<file path="src/rtl/bch1572_serial_encoder.sv">
// Serial BCH(15,7) encoder: captures a 7-bit message and emits {msg, parity} MSB first, one bit per ser transfer.
// Latency: first bit valid the cycle after capture; back-to-back words with no gap. Backpressure: ser_ready low freezes all state.
module bch1572_serial_encoder #(
    parameter int CNT_W = 16
) (
    input  logic             clk,
    input  logic             rst_n,
    input  logic [6:0]       in_data,
    input  logic             in_valid,
    output logic             in_ready,
    output logic             ser_bit,
    output logic             ser_valid,
    input  logic             ser_ready,
    output logic             ser_sof,
    output logic             ser_eof,
    output logic [CNT_W-1:0] word_count
);

    typedef enum logic [1:0] {
        S_IDLE   = 2'd0,
        S_DATA   = 2'd1,
        S_PARITY = 2'd2
    } state_t;

    state_t           state_q, state_d;
    logic [3:0]       cnt_q, cnt_d;
    logic [6:0]       msg_q, msg_d;
    logic [7:0]       par_q, par_d;
    logic [CNT_W-1:0] wc_q, wc_d;
    logic             live_q;
    logic             xfer;
    logic             hs;
    logic             fb;

    assign ser_valid  = (state_q != S_IDLE);
    assign ser_bit    = (state_q == S_DATA)   ? msg_q[6] :
                        (state_q == S_PARITY) ? par_q[7] : 1'b0;
    assign ser_sof    = ser_valid && (cnt_q == 4'd0);
    assign ser_eof    = ser_valid && (cnt_q == 4'd14);
    assign word_count = wc_q;

    // live_q keeps in_ready low until the first edge after reset release
    assign in_ready = live_q && ((state_q == S_IDLE) ||
                      ((state_q == S_PARITY) && (cnt_q == 4'd14) && ser_ready));

    assign xfer = ser_valid && ser_ready;
    assign hs   = in_valid && in_ready;
    assign fb   = msg_q[6] ^ par_q[7];

    always_comb begin
        state_d = state_q;
        cnt_d   = cnt_q;
        msg_d   = msg_q;
        par_d   = par_q;
        wc_d    = wc_q;
        case (state_q)
            S_IDLE: begin
                if (hs) begin
                    msg_d   = in_data;
                    par_d   = 8'h00;
                    cnt_d   = 4'd0;
                    state_d = S_DATA;
                end
            end
            S_DATA: begin
                if (xfer) begin
                    par_d = {par_q[6:0], 1'b0} ^ (fb ? 8'hD1 : 8'h00);
                    msg_d = {msg_q[5:0], 1'b0};
                    cnt_d = cnt_q + 4'd1;
                    if (cnt_q == 4'd6) begin
                        state_d = S_PARITY;
                    end
                end
            end
            S_PARITY: begin
                if (xfer) begin
                    par_d = {par_q[6:0], 1'b0};
                    cnt_d = cnt_q + 4'd1;
                    if (cnt_q == 4'd14) begin
                        wc_d    = wc_q + {{(CNT_W-1){1'b0}}, 1'b1};
                        cnt_d   = 4'd0;
                        state_d = S_IDLE;
                        if (hs) begin
                            msg_d   = in_data;
                            par_d   = 8'h00;
                            state_d = S_DATA;
                        end
                    end
                end
            end
            default: begin
                state_d = S_IDLE;
                cnt_d   = 4'd0;
            end
        endcase
    end

    always_ff @(posedge clk or negedge rst_n) begin
        if (!rst_n) begin
            state_q <= S_IDLE;
            cnt_q   <= 4'd0;
            msg_q   <= 7'd0;
            par_q   <= 8'd0;
            wc_q    <= '0;
            live_q  <= 1'b0;
        end else begin
            state_q <= state_d;
            cnt_q   <= cnt_d;
            msg_q   <= msg_d;
            par_q   <= par_d;
            wc_q    <= wc_d;
            live_q  <= 1'b1;
        end
    end

endmodule

</file>
<file path="config.mk">
export PLATFORM = sky130hd
export DESIGN_NAME = bch1572_serial_encoder
export DESIGN_NICKNAME = d
export VERILOG_FILES = /design/src/rtl/bch1572_serial_encoder.sv
export SDC_FILE = /design/constraint.sdc
export NUM_CORES = 1
export LEC_CHECK = 0
export BUFFER_PORTS_ARGS = -buffer_cell sky130_fd_sc_hd__buf_2
export CORE_ASPECT_RATIO = 1.2
export CORE_MARGIN = 2
export CORE_UTILIZATION = 30
export CTS_CLUSTER_SIZE = 30
export DETAILED_ROUTE_END_ITERATION = 7
export SYNTH_ARGS = -nofsm -noshare
export SYNTH_HDL_FRONTEND = slang
export SYNTH_SLANG_ARGS = --single-unit
</file>
<file path="constraint.sdc">
create_clock -name clk -period 4.7 [get_ports clk]
set_input_delay 0 -clock clk [delete_from_list [all_inputs] [get_ports clk]]
set_output_delay 0 -clock clk [all_outputs]
set_load 0.005 [all_outputs]
</file>
==> flow_summary_export.csv, run 1 <==
group,metric,value,unit
outcome,status,"completed",
cts,cts_num_sinks,38,
place,io_buffers,31,
worst_setup_path,crit_slowest_cell,"o211ai_1",
cts,clk_pin_slew,70,ps
timing,slew-limit-headroom,42.7,%
cts,ctsResizeCount,0,
timing,hold_ws,72.9,ps
cts,ctsHtreeMaxLevel,2,
routing,met1_length,1720,um
place,dp_hpwl,2840,um
cts,cts_tree,"yes",
final_layout,fill_cells,678,
synth,ys_seq_elements,38,
worst_setup_path,critPathRequiredTime,4880,ps
timing,fin_tns_setup,0,ps
global_routing,grt_overflow,0,
final_layout,final_nets,234,
synth,synth_edf_count,0,
routing,firstDrtPassIters,4,
routing,top_layer,"met4",
synth,syn_area,2060,um^2
routing,route.met3.wl,193,um
timing,slew_viol_final,0,
synth,yosys_warnings,0,
cts,root_buffer,"clkbuf_8",
global_routing,grt_pass1_vias,1388,
timing,finalCritPeriodShare,55.8,%
floorplan,die_y,94.7,um
synth,ys.flop_type,"dfrtp_1",
synth,syn_avg_cell_area,11.2,um^2
final_layout,layout-drive-gt1-share,28.7,%
pwr,p_leak,1.10,nW
routing,num_vias,1475,
worst_setup_path,crit_chain,"inv_1 > ha_1 > nor2_1 > o211ai_1 > nor3_1 > a22o_1",
worst_setup_path,cp_max_fo,20,
place,globalplace.congestion,0.823,
worst_setup_path,path_buf_inv,1,
worst_setup_path,critPathKind,"reg -> reg",
worst_setup_path,max_stage_delay,660,ps
synth,netlist_instances,184,
final_layout,syn_to_final_growth,15.2,%
pwr,vdd_drop_max,0.156,mV
synth,syn-num-nets,203,
synth,yosysTopAreaCell,"dfrtp_1",
global_routing,antenna_found_initial,0,
synth,synth_seq_area_share,46.2,%
timing,min_period,2620,ps
floorplan,die_w,79.6,um
pwr,power_density,449,nW/um^2
timing,hold_viol_final,0,
synth,synth_area_leaders,"dfrtp_1 (46%), mux2_2 (7.7%), xnor2_1 (6.0%)",
synth,synthArstFlopShare,100,%
timing,setup_viol,0,
worst_setup_path,rrSetupSlack,2080,ps
worst_setup_path,start_kind,"flip-flop",
synth,synth_cell_types,47,
routing,routedWlPerCell,13.0,um
run,maxCapViolations,0,
global_routing,grt_max_degree,39,
final_layout,antennaDiodeCount,0,
routing,route.met2.wl,1900,um
floorplan,io_pins,32,
routing,drt_iter0_drc,77,
routing,drc,0,
cts,insertion_delay,290,ps
routing,via_per_inst,4.87,
cts,clockBufferDepth,2,
routing,antenna_left,0,
global_routing,grt.total_usage,10.8,%
floorplan,dieArea,7540,um^2
worst_setup_path,arrival,2800,ps
worst_setup_path,end_kind,"flip-flop",
hold_path,hold_path.class,"in -> reg",
timing,tightest_slew,860,ps
global_routing,grt_pass1_wl,6410,um
timing,fin_skew,4.55,ps
floorplan,rows,33,
timing,fmax,381,MHz
worst_setup_path,path_delay_family,"compound AO/OA/AOI/OAI gates",
cts,numCtsBuffers,5,
cts,cts_setup_buffers,0,
floorplan,start_util,30.6,%
timing,rsz0062_at_grt,"false",
routing,drt_wl_total,3930,um
synth,synth_top_area_share,46.2,%
floorplan,core,6730,um^2
final cells by class:
cell class	count	area, um^2	area share [%]
clock buffers	6	82.6	3.48
clock inverters	2	12.5	0.528
inverters	9	33.8	1.42
multi-input cells	129	1020	42.9
flip-flops and latches	38	951	40.1
well taps	87	109	4.59
repair buffers	32	165	6.97
path summary, 6_finish.rpt:
path                                             from                    endpoint  cells past startpoint
setup / recovery               state_q[1]$_DFFE_PN0P_        par_q[3]$_DFFE_PN0P_                      6
hold / removal                             in_data[0]        msg_q[0]$_DFFE_PN0P_                      3
setup reg to reg               state_q[1]$_DFFE_PN0P_        par_q[3]$_DFFE_PN0P_                      6
hold reg to reg            word_count[15]$_DFFE_PN0P_  word_count[15]$_DFFE_PN0P_                      1
max in group asynchronous                       rst_n        msg_q[1]$_DFFE_PN0P_                      2
min in group asynchronous                       rst_n   word_count[8]$_DFFE_PN0P_                      2
routing by layer:
metal,GRT usage [%],up-vias
met1,12.5,719
li1,-,715
met4,5.32,0
met3,3.06,10
met5,0,-
met2,18.3,31
cell usage after synthesis (5+ instances only):
cell	instances
a22o_1	7
dfrtp_1	38
ha_1	8
inv_1	9
mux2_2	14
nand2_1	16
nand3_1	5
nor2_1	5
o21ai_0	7
xnor2_1	14
xor2_1	5
worst register-to-register path: cells and delay by family, from the launching register on:
family / cells / cell delay (ps)
buffers and inverters: 1 / 120
adders and majority gates: 1 / 600
DFF: 1 / 430
and+or+nand+nor: 2 / 470
AOI/OAI and AO/OA: 2 / 890
power breakdown:
group          switching, mW  internal [mW]  total (mW)  leakage (nW)
combinational          0.208          0.201       0.409         0.542
clock                  0.117          0.118       0.235        0.0472
sequential            0.0372          0.383       0.421         0.511
repair_timing:
action                                  CTS  global route
hold buffers                              1             0
endpoints found under the setup margin    0             0
endpoints found under the hold margin    38             0
through the flow:
stage                     instance area (um^2)  total power [mW]  instances  setup slack, ps  util, %
after detailed placement                  2270             0.836        294             2090     33.7
after global placement                    2270             0.832        294             2180     33.7
after floorplan                           2060             0.763        184             2920        -
after global routing                      2370              1.14        303             1810     35.2
after CTS                                 2370              1.08        303             2080     35.2
final                                     2370              1.06        303             2080     35.2
cell usage in the layout, fill, tap and decap left out, types with 2 or more instances in the layout:
master / n
a32o_1: 3
clkbuf_8: 6
o21bai_1: 2
nand2_1: 16
nor4_4: 2
o21ai_0: 7
buf_2: 31
mux2_2: 14
nand3_1: 5
xnor2_1: 14
nand4b_1: 2
a22o_1: 7
ha_1: 8
o31ai_1: 4
dfrtp_1: 38
nor4_1: 2
xor2_1: 5
nor2_1: 5
and3_1: 2
nor3_1: 3
nand4_1: 4
inv_1: 9
cell families after synthesis:
family | after synthesis | share of synthesized area, %
flip-flops | 38 | 46.2
AND/OR/NAND/NOR | 52 | 15.4
adder cells (fa/ha/maj) | 8 | 4.86
buffers and inverters | 17 | 4.38
XOR/XNOR | 19 | 8.09
AO/OA/AOI/OAI | 34 | 12.8
other | 1 | 0.182
multiplexers | 15 | 8.15
state kept, by name, summed over array words and instances, names as in the netlist:
register	cells
state_q	2
live_q	1
msg_q	7
cnt_q	4
word_count	16
par_q	8
Note: power is estimated with default switching activity, not from simulation.
==> run 2: changes to the inputs <==
Clock period 4.7 ns to 2.7 ns, I/O delays scaled along.
==> run 2 against run 1 <==
  * Largest cell class unchanged
  * Worst setup slack got worse by 1500 ps
  * Clock-buffer cell count increased by 1
  * Critical path type unchanged
  * Utilization increased by 0.17 points
  * Clock power increased by 71%
==> flow_summary_export.csv, run 2 (synthesis results as in run 1) <==
group,metric,value,unit
outcome,status,"completed",
cts,ctsHtreeMaxLevel,2,
hold_path,hold_path.class,"in -> reg",
place,globalplace.congestion,0.741,
cts,clk_pin_slew,70,ps
routing,antenna_left,0,
worst_setup_path,cp_max_fo,11,
final_layout,antennaDiodeCount,0,
routing,drc,0,
global_routing,antenna_found_initial,0,
place,io_buffers,31,
timing,setup_viol,0,
routing,via_per_inst,4.81,
final_layout,final_nets,236,
global_routing,grt_overflow,0,
timing,fin_skew,3.80,ps
timing,finalCritPeriodShare,79.9,%
pwr,p_leak,1.11,nW
timing,tightest_slew,842,ps
floorplan,io_pins,32,
cts,cts_setup_buffers,0,
final_layout,mostFrequentLayoutCell,"dfrtp_1",
worst_setup_path,crit_chain,"inv_1 > ha_1 > and2b_2 > o2111ai_2 > mux2_2",
place,post_dp_cell_area,2280,um^2
floorplan,start_util,30.6,%
worst_setup_path,crit_slowest_cell,"o2111ai_2",
final_layout,final_area,2380,um^2
floorplan,rows,33,
worst_setup_path,end_kind,"flip-flop",
worst_setup_path,r2r-end,"msg_q[5]$_DFFE_PN0P_",
timing,hold_viol_final,0,
floorplan,die_y,94.7,um
routing,drt_wl_total,3930,um
global_routing,grt_max_degree,39,
cts,root_buffer,"clkbuf_8",
pwr,vdd_drop_max,0.220,mV
place,dp_hpwl,2900,um
cts,clockBufferDepth,2,
floorplan,core,6730,um^2
cts,cts_num_sinks,38,
worst_setup_path,critPathKind,"reg -> reg",
worst_setup_path,start_kind,"flip-flop",
timing,slew_viol_final,0,
routing,routedWlPerCell,12.9,um
pwr,power_density,790,nW/um^2
routing,firstDrtPassIters,4,
final_layout,largest_reg_flops,16,
global_routing,grt.total_usage,11.5,%
worst_setup_path,rr_worst_depth,5,
final_layout,syn_to_final_growth,15.7,%
timing,fmax,463,MHz
final_layout,final_util,35.4,%
cts,insertion_delay,290,ps
timing,min_period,2160,ps
cts,cts_tree,"yes",
global_routing,grt_pass1_vias,1459,
hold_path,worstHoldStart,"in_data[0]",
worst_setup_path,critPathRequiredTime,2880,ps
pwr,power,1.88,mW
routing,num_vias,1468,
final_layout,layout-drive-gt1-share,28.9,%
worst_setup_path,max_stage_delay,430,ps
final_layout,fill_cells,678,
timing,fin_tns_setup,0,ps
cts,numCtsBuffers,5,
final_layout,mostFrequentLayoutCells,"dfrtp_1 (38), buf_2 (31), nand2_1 (16), xnor2_1 (14), mux2_2 (14)",
floorplan,dieArea,7540,um^2
run,maxCapViolations,0,
worst_setup_path,rrSetupSlack,540,ps
timing,rsz0062_at_grt,"false",
global_routing,grt_pass1_wl,6710,um
worst_setup_path,arrival,2340,ps
floorplan,die_w,79.6,um
hold_path,hold_depth,3,
timing,slew-limit-headroom,43.9,%
hold_path,worstHoldEndpoint,"msg_q[0]$_DFFE_PN0P_",
routing,drt_iter0_drc,47,
worst_setup_path,r2r-start,"state_q[1]$_DFFE_PN0P_",
## run 2: cell types whose count changed in the layout (fill, tap and decap cells not counted)
cell / delta
buf_4: +2
clkbuf_1: +1
clkinvlp_4: -1
## run 2: layout make-up
type / count / area, um^2 / share of cell area (%)
Clock buffer: 7 / 86.3 / 3.62
Clock inverter: 1 / 5.00 / 0.210
Inverter: 9 / 33.8 / 1.42
Multi-Input combinational cell: 129 / 1020 / 42.7
Sequential cell: 38 / 951 / 39.9
Tap cell: 87 / 109 / 4.57
Timing Repair Buffer: 34 / 180 / 7.56
## run 2: worst max-delay path by stage
stage	startpoint	to	slack [ps]	cells past startpoint
global route	state_q[0]$_DFFE_PN0P_	msg_q[2]$_DFFE_PN0P_	380	5
CTS	state_q[1]$_DFFE_PN0P_	msg_q[5]$_DFFE_PN0P_	510	5
finish	state_q[1]$_DFFE_PN0P_	msg_q[5]$_DFFE_PN0P_	540	5
global placement	state_q[1]$_DFFE_PN0P_	msg_q[4]$_DFFE_PN0P_	550	5
floorplan	state_q[0]$_DFFE_PN0P_	word_count[15]$_DFFE_PN0P_	920	7
detailed placement	state_q[1]$_DFFE_PN0P_	msg_q[5]$_DFFE_PN0P_	530	5
## run 2: where the power goes
| group | switching [mW] | total [mW] | leakage [nW] | internal, mW |
|---|---|---|---|---|
| Sequential | 0.0652 | 0.733 | 0.511 | 0.668 |
| Clock | 0.197 | 0.403 | 0.0482 | 0.206 |
| Combinational | 0.376 | 0.745 | 0.552 | 0.369 |
## run 2: per-layer routing
| metal | vias up | wire length, um | global-route usage [%] |
|---|---|---|---|
| met5 | - | 0 | 0 |
| met4 | 0 | 135 | 6.75 |
| met3 | 14 | 144 | 2.49 |
| met2 | 30 | 1880 | 19.0 |
| met1 | 699 | 1770 | 13.6 |
| li1 | 725 | - | - |
## run 2: timing repair
item | in CTS | in global routing
hold buffers | 1 | 0
endpoints found under the hold margin | 38 | 0
resized for setup | 0 | 0
## run 2: worst max-delay path, delay by kind of cell, from the launching register on
kind                     cells  cell delay [ps]
AO/OA/AOI/OAI                1              430
flip-flops                   1              420
multiplexers                 1              390
adder cells (fa/ha/maj)      1              380
AND/OR/NAND/NOR              1              300
buffers and inverters        1              120
## run 2: stage by stage
step | std cells | setup WS [ps] | hold slack, ps
6_report | 305 | 542 | 63.1
5_1_grt | 305 | 383 | 71.8
4_1_cts | 305 | 510 | 58.7
3_5_place_dp | 296 | 532 | 158
3_3_place_gp | 296 | 551 | 159
2_1_floorplan | 184 | 923 | -296
==> run 3: changes to the inputs <==
Clock period 2.7 ns to 1.77 ns, I/O delays scaled along.
==> run 3 against run 2 <==
  * Global-route usage is 0.75 points higher
  * Clock-buffer cell count stayed put
  * Sequential power is 50% higher
  * Final cell count is 13% higher
  * Critical path depth is 2 higher
  * Die area stayed put
  * Sequential share of layout area is 6.5 points lower
  * Combinational power is 120% higher
  * Sequential cell count stayed put
  * Register-to-register slack worse by 540 ps
  * Critical endpoint is now cnt_q[3]$_DFFE_PN0P_
  * Largest power group unchanged
  * Highest routed layer unchanged
==> flow_summary_export.csv, run 3 (synthesis results as in run 1) <==
group,metric,value,unit
worst_setup_path,path_buf_inv,2,
floorplan,die_y,94.7,um
worst_setup_path,cp_max_fo,6,
routing,routedWlPerCell,12.8,um
cts,ctsHtreeMaxLevel,2,
run,maxCapViolations,0,
floorplan,io_pins,32,
routing,drc,0,
global_routing,grt_pass1_wl,7200,um
routing,drt_wl_total,4420,um
cts,insertion_delay,290,ps
cts,cts_num_sinks,38,
global_routing,antenna_found_initial,0,
timing,setup_viol,0,
cts,numCtsBuffers,5,
floorplan,core,6730,um^2
worst_setup_path,end_kind,"flip-flop",
routing,firstDrtPassIters,4,
global_routing,grt_pass1_vias,1644,
place,globalplace.congestion,0.781,
routing,met1_length,1910,um
worst_setup_path,arrival,1960,ps
outcome,status,"completed",
final_layout,mostFrequentLayoutCell,"dfrtp_1",
hold_path,hold_path.class,"in -> reg",
routing,top_layer,"met4",
pwr,p_leak,1.34,nW
cts,cts_tree,"yes",
routing,num_vias,1624,
final_layout,final_util,42.2,%
routing,route.met3.wl,174,um
worst_setup_path,critPathKind,"reg -> reg",
cts,clockBufferDepth,2,
timing,fmax,566,MHz
final_layout,fill_cells,657,
final_layout,final_nets,277,
routing,via_per_inst,4.69,
final_layout,register_area,951,um^2
floorplan,rows,33,
cts,clk_pin_slew,70,ps
pwr,power,3.48,mW
timing,hold_viol_final,0,
pwr,vdd_drop_max,0.377,mV
timing,min_period,1770,ps
worst_setup_path,start_kind,"flip-flop",
final_layout,syn_to_final_growth,38.1,%
floorplan,die_w,79.6,um
global_routing,grt.total_usage,12.3,%
timing,slew_viol_final,0,
floorplan,start_util,30.6,%
routing,antenna_left,0,
routing,route.met2.wl,2230,um
worst_setup_path,max_stage_delay,390,ps
global_routing,grt_overflow,0,
final_layout,mostFrequentLayoutCells,"dfrtp_1 (38), buf_4 (37), buf_2 (31), nand2_1 (15)",
cts,root_buffer,"clkbuf_8",
timing,rsz0062_at_grt,"true",
timing,fin_tns_setup,0,ps
routing,drt_iter0_drc,46,
final_layout,layout-drive-gt1-share,47.1,%
place,io_buffers,31,
final_layout,antennaDiodeCount,0,
worst_setup_path,cp_common_cell,"buf_4",
worst_setup_path,path_delay_family,"simple AND/OR/NAND/NOR gates",
final_layout,multi_input_area,1130,um^2
final_layout,largest_reg_flops,16,
worst_setup_path,crit_chain,"buf_4 > ha_2 > nor2_2 > buf_4 > a21oi_4 > or2_1 > o31ai_1",
worst_setup_path,critPathRequiredTime,1970,ps
timing,fin_skew,4.28,ps
worst_setup_path,crit_slowest_cell,"dfrtp_1",
place,dp_hpwl,3210,um
pwr,power_density,1220,nW/um^2
global_routing,grt_max_degree,23,
timing,finalCritPeriodShare,99.9,%
floorplan,dieArea,7540,um^2
## run 3: cell count changes in the layout (fill, tap and decap cells not counted), moves of 2 or more
cell / before / now
nor2_2: 0 / 2
inv_1: 9 / 6
ha_1: 8 / 4
nor3_2: 0 / 2
nor2_1: 5 / 3
inv_2: 0 / 3
nor4_2: 0 / 2
nor3_1: 3 / 1
o21ai_0: 7 / 5
nor4_1: 2 / 0
buf_4: 2 / 37
ha_4: 0 / 3
buf_6: 0 / 6
## run 3: repair_timing
action / 4_1_cts / 5_1_grt
endpoints found under the setup margin: 30 / 35
hold endpoints to repair: 20 / 0
hold buffers: 1 / 0
gates resized for setup: 12 / 21
pin swaps: 7 / 14
buffers inserted: 3 / 7
## run 3: area by class of cell
cell class	count	share of cell area (%)
Clock buffer	7	2.68
Multi-Input combinational cell	129	39.8
Sequential cell	38	33.5
Inverter	9	1.19
Clock inverter	1	1.06
Timing Repair Buffer	75	18.0
Tap cell	87	3.83
## run 3: through the flow
step	hold slack (ps)	instance area, um^2	worst slack, ps	cells
6_report	67.6	2840	2.10	346
5_1_grt	67.7	2840	-101	346
3_5_place_dp	-12.6	2520	-124	328
4_1_cts	63.4	2710	-67.3	340
3_3_place_gp	-10.6	2520	-97.0	328
2_1_floorplan	-296	2060	6.26	184
## run 3: worst paths after layout
kind,startpoint,slack (ps),end,cells past startpoint
worst min register to register,word_count[15]$_DFFE_PN0P_,480,word_count[15]$_DFFE_PN0P_,1
max in group asynchronous,rst_n,1040,state_q[0]$_DFFE_PN0P_,3
worst min-delay path,in_data[4],70,msg_q[4]$_DFFE_PN0P_,3
worst max register to register,state_q[0]$_DFFE_PN0P_,2,cnt_q[3]$_DFFE_PN0P_,7
min in group asynchronous,rst_n,200,word_count[8]$_DFFE_PN0P_,2
worst max-delay path,state_q[0]$_DFFE_PN0P_,2,cnt_q[3]$_DFFE_PN0P_,7
## run 3: metal layers
metal / GRT usage (%) / vias up
li1: - / 808
met1: 14.0 / 779
met2: 21.7 / 28
met3: 3.15 / 9
met4: 4.74 / 0
met5: 0 / -
## run 3: where the power goes
| group | total (mW) | internal (mW) | switching [mW] | leakage, nW |
|---|---|---|---|---|
| Clock | 0.712 | 0.421 | 0.291 | 0.0524 |
| Combinational | 1.66 | 0.938 | 0.721 | 0.773 |
| Sequential | 1.10 | 1.02 | 0.0863 | 0.511 |
## run 3: worst register-to-register path, delay by kind of cell, from the launching register on
| family | cells | cell delay [ps] |
|---|---|---|
| AOI/OAI and AO/OA | 2 | 300 |
| and+or+nand+nor | 2 | 450 |
| buffers and inverters | 2 | 320 |
| DFF | 1 | 390 |
| adders and majority gates | 1 | 230 |
